$ cat config.mk
export PLATFORM = sky130hd
export DESIGN_NAME = main_data_scalefac_parser
export DESIGN_NICKNAME = d
export VERILOG_FILES = /design/src/rtl/main_data_scalefac_parser.sv
export SDC_FILE = /design/constraint.sdc
export NUM_CORES = 1
export LEC_CHECK = 0
export BUFFER_PORTS_ARGS = -buffer_cell sky130_fd_sc_hd__buf_4
export CAP_MARGIN = 20
export CORE_AREA = 8 8 234 236
export CTS_CLUSTER_SIZE = 16
export DETAILED_ROUTE_END_ITERATION = 16
export DIE_AREA = 0 0 242 244
export GPL_TIMING_DRIVEN = 0
export PLACE_DENSITY = 0.66
export SYNTH_ARGS = -nofsm -noshare
export SYNTH_HDL_FRONTEND = slang
export SYNTH_SLANG_ARGS = --single-unit
$ cat constraint.sdc
create_clock -name clk -period 6.6 [get_ports clk]
set_clock_uncertainty 0.1 [all_clocks]
set_input_delay 0.66 -clock clk [delete_from_list [all_inputs] [get_ports clk]]
set_output_delay 0.66 -clock clk [all_outputs]
set_load 0.005 [all_outputs]
$ cat src/rtl/main_data_scalefac_parser.sv
// Part2 scalefactor decoder and part3 bit forwarder for one granule/channel of main_data.
// Define PARSER_HUFF_FWD_EN to forward part3 bits to the Huffman decoder; otherwise they are dropped.
module main_data_scalefac_parser #(
  parameter int unsigned NUM_CH = 2,
  parameter int unsigned LEN_W  = 12,
  localparam int unsigned CH_W  = (NUM_CH > 1) ? $clog2(NUM_CH) : 1
) (
  input  logic                  clk,
  input  logic                  rst,
  input  logic                  side_info_iv,
  input  logic [LEN_W-1:0]      part2_3_length,
  input  logic [3:0]            scalefac_compress,
  input  logic                  window_switching_flag,
  input  logic                  mixed_block_flag,
  input  logic [1:0]            block_type,
  input  logic [3:0]            scfsi,
  input  logic                  gr,
  input  logic [CH_W-1:0]       ch,
  input  logic                  fifo_iv,
  input  logic                  fifo_id,
  output logic                  fifo_rd,
  input  logic                  huff_ready,
  output logic                  huff_ov,
  output logic                  huff_od,
  output logic                  huff_last,
  output logic [LEN_W-1:0]      part2_length,
  output logic [20:0][3:0]      scalefac_l,
  output logic [11:0][2:0][3:0] scalefac_s,
  output logic                  done,
  output logic                  trunc_err
);

  typedef enum logic [1:0] {StIdle, StScf, StHuff, StDone} state_e;
  typedef enum logic [1:0] {ModeLong, ModeShort, ModeMixed} mode_e;

  function automatic logic [2:0] slen1_of(input logic [3:0] c);
    case (c)
      4'd4, 4'd11, 4'd12, 4'd13: slen1_of = 3'd3;
      4'd5, 4'd6, 4'd7:          slen1_of = 3'd1;
      4'd8, 4'd9, 4'd10:         slen1_of = 3'd2;
      4'd14, 4'd15:              slen1_of = 3'd4;
      default:                   slen1_of = 3'd0;
    endcase
  endfunction

  function automatic logic [2:0] slen2_of(input logic [3:0] c);
    case (c)
      4'd1, 4'd5, 4'd8, 4'd11:          slen2_of = 3'd1;
      4'd2, 4'd6, 4'd9, 4'd12, 4'd14:   slen2_of = 3'd2;
      4'd3, 4'd7, 4'd10, 4'd13, 4'd15:  slen2_of = 3'd3;
      default:                          slen2_of = 3'd0;
    endcase
  endfunction

  function automatic logic [1:0] grp_of(input int k);
    if (k < 6)       grp_of = 2'd0;
    else if (k < 11) grp_of = 2'd1;
    else if (k < 16) grp_of = 2'd2;
    else             grp_of = 2'd3;
  endfunction

  state_e                state_q, state_d;
  mode_e                 mode_q, mode_in;
  logic [CH_W-1:0]       ch_q;
  logic [LEN_W-1:0]      len_q;
  logic [2:0]            s1_q, s2_q, s1_in, s2_in;
  logic [35:0]           rem_q, rem_d, rem_next, init_mask;
  logic [20:0]           init_keep;
  logic [1:0]            bpos_q, bpos_d;
  logic [3:0]            acc_q, acc_d, val;
  logic [LEN_W-1:0]      bit_cnt_q, bit_cnt_d, cnt_inc, part2_len_q, part2_len_d;
  logic                  trunc_q, trunc_d;
  logic [20:0][3:0]      scf_l_q, scf_l_d, keep_src;
  logic [11:0][2:0][3:0] scf_s_q, scf_s_d;
  logic [20:0][3:0]      store_q [NUM_CH];

  logic [5:0]            cur, sidx;
  logic                  cur_short;
  logic [3:0]            cur_sfb_s;
  logic [1:0]            cur_win;
  logic [2:0]            cur_slen;

  // Slot mask: one bit per scalefactor value still to be read, in bitstream order.
  always_comb begin
    s1_in = slen1_of(scalefac_compress);
    s2_in = slen2_of(scalefac_compress);
    if (!(window_switching_flag && (block_type == 2'd2))) mode_in = ModeLong;
    else if (mixed_block_flag)                            mode_in = ModeMixed;
    else                                                  mode_in = ModeShort;
    init_mask = '0;
    init_keep = '0;
    case (mode_in)
      ModeLong: begin
        for (int k = 0; k < 21; k++) begin
          init_keep[k] = gr && scfsi[grp_of(k)];
          init_mask[k] = !init_keep[k] && (((k < 11) ? s1_in : s2_in) != 3'd0);
        end
      end
      ModeShort: begin
        for (int k = 0; k < 36; k++) init_mask[k] = ((k < 18) ? s1_in : s2_in) != 3'd0;
      end
      default: begin
        for (int k = 0; k < 35; k++) init_mask[k] = ((k < 17) ? s1_in : s2_in) != 3'd0;
      end
    endcase
  end

  assign keep_src = ((state_q == StDone) && (ch_q == ch)) ? scf_l_q : store_q[ch];

  // Lowest pending slot; mixed short slots are offset so that slot 8 maps to sfb3/window0.
  always_comb begin
    cur = '0;
    for (int k = 35; k >= 0; k--) begin
      if (rem_q[k]) cur = 6'(k);
    end
    sidx      = (mode_q == ModeMixed) ? cur + 6'd1 : cur;
    cur_short = (mode_q == ModeShort) || ((mode_q == ModeMixed) && (cur >= 6'd8));
    cur_sfb_s = 4'(sidx / 6'd3);
    cur_win   = 2'(sidx % 6'd3);
    if (cur_short) cur_slen = (sidx < 6'd18) ? s1_q : s2_q;
    else           cur_slen = (cur < 6'd11) ? s1_q : s2_q;
  end

  always_comb begin
    state_d     = state_q;
    rem_d       = rem_q;
    rem_next    = rem_q;
    bpos_d      = bpos_q;
    acc_d       = acc_q;
    bit_cnt_d   = bit_cnt_q;
    part2_len_d = part2_len_q;
    trunc_d     = trunc_q;
    scf_l_d     = scf_l_q;
    scf_s_d     = scf_s_q;
    fifo_rd     = 1'b0;
    huff_ov     = 1'b0;
    huff_od     = 1'b0;
    huff_last   = 1'b0;
    val         = {acc_q[2:0], fifo_id};
    cnt_inc     = bit_cnt_q + 1'b1;
    case (state_q)
      StScf: begin
        if (rem_q == '0) begin
          part2_len_d = bit_cnt_q;
          state_d     = (bit_cnt_q == len_q) ? StDone : StHuff;
        end else if (bit_cnt_q == len_q) begin
          trunc_d     = 1'b1;
          part2_len_d = bit_cnt_q;
          state_d     = StDone;
        end else begin
          fifo_rd = 1'b1;
          if (fifo_iv) begin
            bit_cnt_d = cnt_inc;
            acc_d     = val;
            bpos_d    = bpos_q + 2'd1;
            if (({1'b0, bpos_q} + 3'd1) == cur_slen) begin
              rem_next[cur] = 1'b0;
              bpos_d        = '0;
              acc_d         = '0;
              if (cur_short) scf_s_d[cur_sfb_s][cur_win] = val;
              else           scf_l_d[cur[4:0]] = val;
            end
            rem_d = rem_next;
            if (rem_next == '0) begin
              part2_len_d = cnt_inc;
              state_d     = (cnt_inc == len_q) ? StDone : StHuff;
            end else if (cnt_inc == len_q) begin
              trunc_d     = 1'b1;
              part2_len_d = cnt_inc;
              state_d     = StDone;
            end
          end
        end
      end
      StHuff: begin
`ifdef PARSER_HUFF_FWD_EN
        fifo_rd   = huff_ready;
        huff_ov   = fifo_iv;
        huff_od   = fifo_id;
        huff_last = fifo_iv && (cnt_inc == len_q);
`else
        fifo_rd   = 1'b1;
`endif
        if (fifo_iv && fifo_rd) begin
          bit_cnt_d = cnt_inc;
          if (cnt_inc == len_q) state_d = StDone;
        end
      end
      StDone:  state_d = StIdle;
      default: state_d = state_q;
    endcase

    // New side info wins in every state; nothing is consumed in the restart cycle.
    if (side_info_iv) begin
      fifo_rd     = 1'b0;
      huff_ov     = 1'b0;
      huff_last   = 1'b0;
      state_d     = StScf;
      rem_d       = init_mask;
      bpos_d      = '0;
      acc_d       = '0;
      bit_cnt_d   = '0;
      part2_len_d = '0;
      trunc_d     = 1'b0;
      scf_s_d     = '0;
      for (int k = 0; k < 21; k++) scf_l_d[k] = init_keep[k] ? keep_src[k] : 4'd0;
    end
  end

`ifndef PARSER_HUFF_FWD_EN
  logic unused_huff_ready;
  assign unused_huff_ready = huff_ready;
`endif

  always_ff @(posedge clk) begin
    if (rst) begin
      state_q     <= StIdle;
      mode_q      <= ModeLong;
      ch_q        <= '0;
      len_q       <= '0;
      s1_q        <= '0;
      s2_q        <= '0;
      rem_q       <= '0;
      bpos_q      <= '0;
      acc_q       <= '0;
      bit_cnt_q   <= '0;
      part2_len_q <= '0;
      trunc_q     <= 1'b0;
      scf_l_q     <= '0;
      scf_s_q     <= '0;
      for (int i = 0; i < NUM_CH; i++) store_q[i] <= '0;
    end else begin
      state_q     <= state_d;
      rem_q       <= rem_d;
      bpos_q      <= bpos_d;
      acc_q       <= acc_d;
      bit_cnt_q   <= bit_cnt_d;
      part2_len_q <= part2_len_d;
      trunc_q     <= trunc_d;
      scf_l_q     <= scf_l_d;
      scf_s_q     <= scf_s_d;
      if (side_info_iv) begin
        mode_q <= mode_in;
        ch_q   <= ch;
        len_q  <= part2_3_length;
        s1_q   <= s1_in;
        s2_q   <= s2_in;
      end
      if (state_q == StDone) store_q[ch_q] <= scf_l_q;
    end
  end

  assign part2_length = part2_len_q;
  assign scalefac_l   = scf_l_q;
  assign scalefac_s   = scf_s_q;
  assign done         = (state_q == StDone);
  assign trunc_err    = trunc_q;

endmodule

==> flow_summary.toml, run 1 <==
[run_status]
status = "complete, no violations"

[logic_synthesis]
async_flop_share = 0
synthDistinctLibCells = 88
syn_area_um2 = 22700
syn_inst = 2265
synth_edf_count = 168
ys_ff_latch = 484
avgSynthCellArea_um2 = 10.02
yosysSeqAreaShare = 0.5009
yosys_warnings = 0
synth_ff_type = "dfxtp_1"

[drt]
remaining_drc_errors = 0
via_per_inst = 5.708
firstDrtPassIters = 6
wl_per_cell_um = 22.34
ant_nets = 0
drt_wl_total_um = 74470
drtIter0Drc = 1469
dr_total_vias = 19030

[worst_setup_path]
crit_path_start_kind = "flip-flop"
cp_slowest_cell = "or4_4"
reg2reg_slack_ns = 0.29
worstPathMaxFanout = 10
rr_endpoint = "scalefac_s[51]"
crit_buf_inv = 7
required_ns = 6.99
r2r_start = "rem_q[12]"
worst-path-stages = 31
critPathMaxStageDelay_ns = 0.58
critPathKind = "flip-flop to flip-flop"
cp_top_family = "simple AND/OR/NAND/NOR gates"
arrival_ns = 6.70
r2r_cells = 31
end_kind = "flip-flop"

[layout]
multi_input_area_um2 = 11020
syn2layout_area_growth_pct = 23.45
antenna_cells = 0
nNetsFinal = 2657
n_fill_cell = 4504
register_area_um2 = 11380
drive_gt1_frac = 0.2205

[floorplan]
floorplan.initialDensity = 0.4461
io_pins = 278
die_w_um = 242
core_um2 = 50890
chipHeight_um = 244
rows = 83
design.die.area_um2 = 59050

[global_routing]
grt_pass1_wl_um = 113500
first_global_vias = 19040
overflow = 0
antenna_found_initial = 1
track_usage = 0.2411
grt_max_degree = 50

[clocking]
clk_pin_slew_worst_paths_ns = 0.06
clk-insertion-delay-late_ns = 0.62
htreeDepth = 2
cts_tree = "yes"
cts_buffers = 53
clockBufferDepth = 3
clock-root-buffer = "clkbuf_16"
cts.sink_count = 484

[power_and_ir_drop]
irDropWorstVdd_uv = 244.2
p_clk_frac = 0.394
swShare = 0.2887
power_frac_comb = 0.176
intPower_mw = 5.425
p_total_mw = 7.627
p_per_area_nw_per_um2 = 272.2
p_leak_nw = 10.81
switchingPower_mw = 2.202
seq_power_share = 0.430

[min_path]
hold_depth = 3
hold_class = "input pin to flip-flop"
hold_start = "part2_3_length[10]"
min_to = "len_q[10]"

[place]
port_buffers = 269
gp_congestion = 0.9389
dp_hpwl_um = 54560

[flow_run]
maxCapViolations = 0

[timing]
tns_ns = 0
finalSetupViolations = 0
tightest_slew_ns = 1.085
slew_violations = 0
maxSlewHeadroom = 0.2769
min_period_ns = 6.314
hold_viol = 0
max_freq_mhz = 158.4
period_share = 0.9567
[cell families (layout without fill, tap and decap cells)]
group,after synthesis,count (layout),share of synthesized area
AOI/OAI and AO/OA,382,382,0.1273
other,1,3,0.0001652
xor gates and xnor gates,52,52,0.02006
muxes,224,224,0.09933
DFF,484,484,0.5009
buffers and inverters,183,569,0.03247
adders and majority gates,16,16,0.008819
and+or+nand+nor,923,923,0.2109
[power by group through the flow]
| stage | combinational, mW | sequential (mW) | clock [mW] |
|---|---|---|---|
| floorplan | 0.757 | 3.31 | 0 |
| global placement | 1.09 | 3.33 | 0 |
| detailed placement | 1.11 | 3.34 | 0 |
| CTS | 1.26 | 3.27 | 3.05 |
| global route | 1.44 | 3.29 | 3.16 |
| finish | 1.34 | 3.28 | 3.01 |
[worst max-delay path by stage]
stage / end / start / slack [ns]
after global placement: scalefac_s[55] / rem_q[35] / -1.11
after global routing: scalefac_s[50] / rem_q[24] / -0.04
after floorplan: scalefac_s[52] / rem_q[25] / 0.05
after detailed placement: scalefac_s[54] / rem_q[15] / -1.10
final: scalefac_s[51] / rem_q[12] / 0.29
after CTS: scalefac_s[51] / rem_q[24] / 0.05
[area by class of cell]
cell class | count | area share
sequential | 484 | 0.4061
buffer | 148 | 0.02241
clock inverter | 20 | 0.006653
multi-input combinational | 1600 | 0.3933
inverter | 30 | 0.004019
timing repair buffer | 292 | 0.08051
clock buffer | 79 | 0.05666
tap | 680 | 0.03036
[timing repair]
item	in CTS	in global routing
hold buffers	0	0
setup endpoints to repair	144	144
resized for setup	56	32
pin swaps	11	14
buffers inserted	10	9
cloned	1	0
[through the flow]
stage / utilization / std cells / hold slack, ns / setup WS (ns) / instance area (um2)
CTS: 0.5457 / 3323 / 0.1573 / 0.04596 / 27770
finish: 0.5507 / 3333 / 0.1758 / 0.2860 / 28020
global route: 0.5507 / 3333 / 0.1780 / -0.04035 / 28020
detailed placement: 0.5043 / 3218 / 0.3512 / -1.096 / 25660
global placement: 0.5031 / 3216 / 0.3422 / -1.112 / 25600
floorplan: - / 2267 / 0.3356 / 0.04719 / 22730
[synthesized netlist by cell type (all sizes together), types with 69 or more instances]
| library cell | instances | area, um2 |
|---|---|---|
| nand2 | 152 | 570.6 |
| nor3 | 130 | 660.6 |
| dfxtp | 316 | 6326 |
| o21ai | 74 | 374.1 |
| and2 | 175 | 1097 |
| clkbuf | 125 | 470.5 |
| nand3 | 69 | 345.3 |
| mux2i | 220 | 2202 |
| a21oi | 83 | 419.2 |
| o221a | 85 | 957.2 |
| edfxtp | 168 | 5045 |
| nor2 | 281 | 1072 |
[tightest hold or removal path, delay by kind of cell]
family / cells / cell delay [ns]
buf+inv: 1 / 0.08
simple gates: 1 / 0.07
mux: 1 / 0.05
[placed cells by master, fill, tap and decap left out, types with 17 or more instances in the layout]
cell,instances
buf_4,290
edfxtp_1,168
o21ai_0,52
dfxtp_1,312
nor4_4,20
nand2_1,149
mux2i_1,220
a21oi_1,81
a21boi_1,33
and2_1,172
xor2_1,35
clkbuf_16,56
nor2_1,269
o211ai_1,20
o21ai_1,17
o221a_2,85
nor3_1,126
inv_1,28
clkbuf_1,132
nand3_1,67
[flip-flops by register name, summed over array words and instances (netlist names), 3 cells and up]
register / cells
acc_q: 3
bit_cnt_q: 12
len_q: 12
part2_length: 12
rem_q: 36
s1_q: 3
scalefac_l: 84
scalefac_s: 144
store_q: 168
[routing by layer]
metal  vias up  global-route usage  wire, um
met3       125             0.04327      4426
met4         2             0.07875      2089
met1      9393              0.3000     31100
met5         -                   0        13
li1       8879                   -         -
met2       627              0.4210     36840
(Power assumes the default switching activity.)
==> run 2: changes to the inputs <==
--- a/config.mk
+++ b/config.mk
@@ -7,10 +7,10 @@
 export LEC_CHECK = 0
 export BUFFER_PORTS_ARGS = -buffer_cell sky130_fd_sc_hd__buf_4
 export CAP_MARGIN = 20
-export CORE_AREA = 8 8 234 236
+export CORE_AREA = 8 8 261 212
 export CTS_CLUSTER_SIZE = 16
 export DETAILED_ROUTE_END_ITERATION = 16
-export DIE_AREA = 0 0 242 244
+export DIE_AREA = 0 0 269 220
 export GPL_TIMING_DRIVEN = 0
 export PLACE_DENSITY = 0.66
 export SYNTH_ARGS = -nofsm -noshare
==> run 2 against run 1 <==
  * Power fell by 3.8%
  * Critical path depth shrank 1
  * Register-to-register slack worse by 0.08 ns
  * Sequential share of layout area increased by 0.24 points
  * First-iteration DRC count is 46% higher
  * Clock power fell by 8.6%
  * Design area down 0.60%
  * Via count is 1.6% higher
  * Die area is 0.22% higher
  * Hold slack improved by 0.041 ns
==> flow_summary.toml, run 2 (synthesis results as in run 1) <==
[flow_run]
maxCapViolations = 0

[clocking]
clk_pin_slew_worst_paths_ns = 0.06
cts_tree = "yes"
clockBufferDepth = 3
cts_buffers = 49
clk-insertion-delay-late_ns = 0.61
clock-root-buffer = "clkbuf_16"
cts_hold_buf = 0
htreeDepth = 2
cts.sink_count = 484

[power_and_ir_drop]
p_clk_frac = 0.375
intPower_mw = 5.200
swShare = 0.2914
p_leak_nw = 10.74
switchingPower_mw = 2.138
p_per_area_nw_per_um2 = 263.4
seq_power_share = 0.446
irDropWorstVdd_uv = 186.1
power_frac_comb = 0.179

[timing]
max_freq_mhz = 156.4
whs_ns = 0.2165
period_share = 0.9686
finalSetupViolations = 0
maxSlewHeadroom = 0.2217
hold_viol = 0
setup_ws_ns = 0.2075
slew_violations = 0
min_period_ns = 6.393
tightest_slew_ns = 1.159

[floorplan]
rows = 74
core_um2 = 50830
floorplan.initialDensity = 0.4466
design.die.area_um2 = 59180
io_pins = 278
die_w_um = 269
chipHeight_um = 220

[drt]
remaining_drc_errors = 0
drt_wl_total_um = 76130
ant_nets = 0
wl_per_cell_um = 22.83
drtIter0Drc = 2148
firstDrtPassIters = 5
via_per_inst = 5.795
dr_total_vias = 19320

[worst_setup_path]
end_kind = "flip-flop"
r2r_cells = 30
critPathKind = "flip-flop to flip-flop"
rr_endpoint = "scalefac_s[23]"
critPathMaxStageDelay_ns = 0.58
r2r_start = "rem_q[25]"
cpMostUsedCell = "ha_4"
worstPathMaxFanout = 10
cp_slowest_cell = "or4_1"
crit_path_start_kind = "flip-flop"
reg2reg_slack_ns = 0.21
arrival_ns = 6.75
required_ns = 6.96

[place]
gp_congestion = 0.9571
port_buffers = 269
dp_hpwl_um = 55620
place_ws_ns = -1.261

[global_routing]
overflow = 0
grt_pass1_wl_um = 113200
first_global_vias = 18530
track_usage = 0.2461
antenna_found_initial = 2
grt_max_degree = 54

[layout]
syn2layout_area_growth_pct = 22.70
final_cell_mix = "314 x dfxtp_1, 296 x buf_4, 268 x nor2_1"
nNetsFinal = 2659
top_register = "store_q"
final_common_cell = "dfxtp_1"
drive_gt1_frac = 0.2171
largest_reg_flops = 168

[min_path]
hold_start = "part2_3_length[6]"
hold_class = "input pin to flip-flop"
hold_depth = 3
min_to = "len_q[6]"

[run_status]
status = "complete, no violations"
run 2: cell count changes in the layout (fill, tap and decap cells not counted), sizes merged, moves of 2 or more:
cell	change
clkbuf	-3
inv	-2
clkinvlp	-4
buf	+5
run 2: layer usage:
layer | up-vias | wire length [um] | global-route usage
met4 | 0 | 1745 | 0.06398
li1 | 8869 | - | -
met2 | 818 | 33780 | 0.3743
met3 | 119 | 7070 | 0.06306
met5 | - | 0 | 0
met1 | 9515 | 33530 | 0.3460
run 2: critical path: cells and delay by family, from the launching register on:
kind                     cells  cell delay (ns)
AND/OR/NAND/NOR             10             2.15
AO/OA/AOI/OAI                8             1.69
buffers and inverters        6             0.81
adder cells (fa/ha/maj)      4             0.68
multiplexers                 2             0.46
flip-flops                   1             0.37
run 2: through the flow:
step,std cells,area [um2],TNS (ns),power [mW],utilization
floorplan,2267,22730,0,4.064,-
CTS,3317,27550,0,7.265,0.5419
global route,3334,27850,-0.2028,7.584,0.5480
detailed placement,3222,25670,-149.30,4.441,0.5050
finish,3334,27850,0,7.338,0.5480
global placement,3220,25610,-137.23,4.420,0.5038
run 2: how the worst max path moves through the flow:
stage                          from  slack, ns  cells past startpoint               to
after floorplan           rem_q[25]       0.05                     33   scalefac_s[52]
after global placement    rem_q[15]      -1.18                     32   scalefac_s[55]
after detailed placement  rem_q[15]      -1.26                     32   scalefac_s[52]
after CTS                 rem_q[24]       0.01                     29  scalefac_s[125]
after global routing      rem_q[25]      -0.04                     32   scalefac_s[49]
final                     rem_q[25]       0.21                     30   scalefac_s[23]
run 2: cell type report:
class	count	area, um2
fillers	4467	22980
multi-input cells	1600	11020
clock inverters	14	125.1
diodes	1	2.502
well taps	684	855.8
flip-flops and latches	484	11380
repair buffers	297	2277
clock buffers	75	1445
inverters	30	112.6
plain buffers	149	638.1
run 2: repair_timing:
| item | 4_1_cts | 5_1_grt |
|---|---|---|
| setup buffers | 7 | 16 |
| endpoints found under the setup margin | 144 | 144 |
| resized for setup | 52 | 40 |
| pin swaps | 8 | 22 |
| cloned | 2 | 0 |
| hold endpoints to repair | 0 | 0 |
run 2: power by group through the flow:
stage                     sequential (mW)  combinational (mW)  clock (mW)
after CTS                            3.27                1.21        2.79
after floorplan                      3.31               0.757           0
after detailed placement             3.33                1.11           0
after global placement               3.33                1.09           0
final                                3.28                1.31        2.75
after global routing                 3.29                1.39        2.91
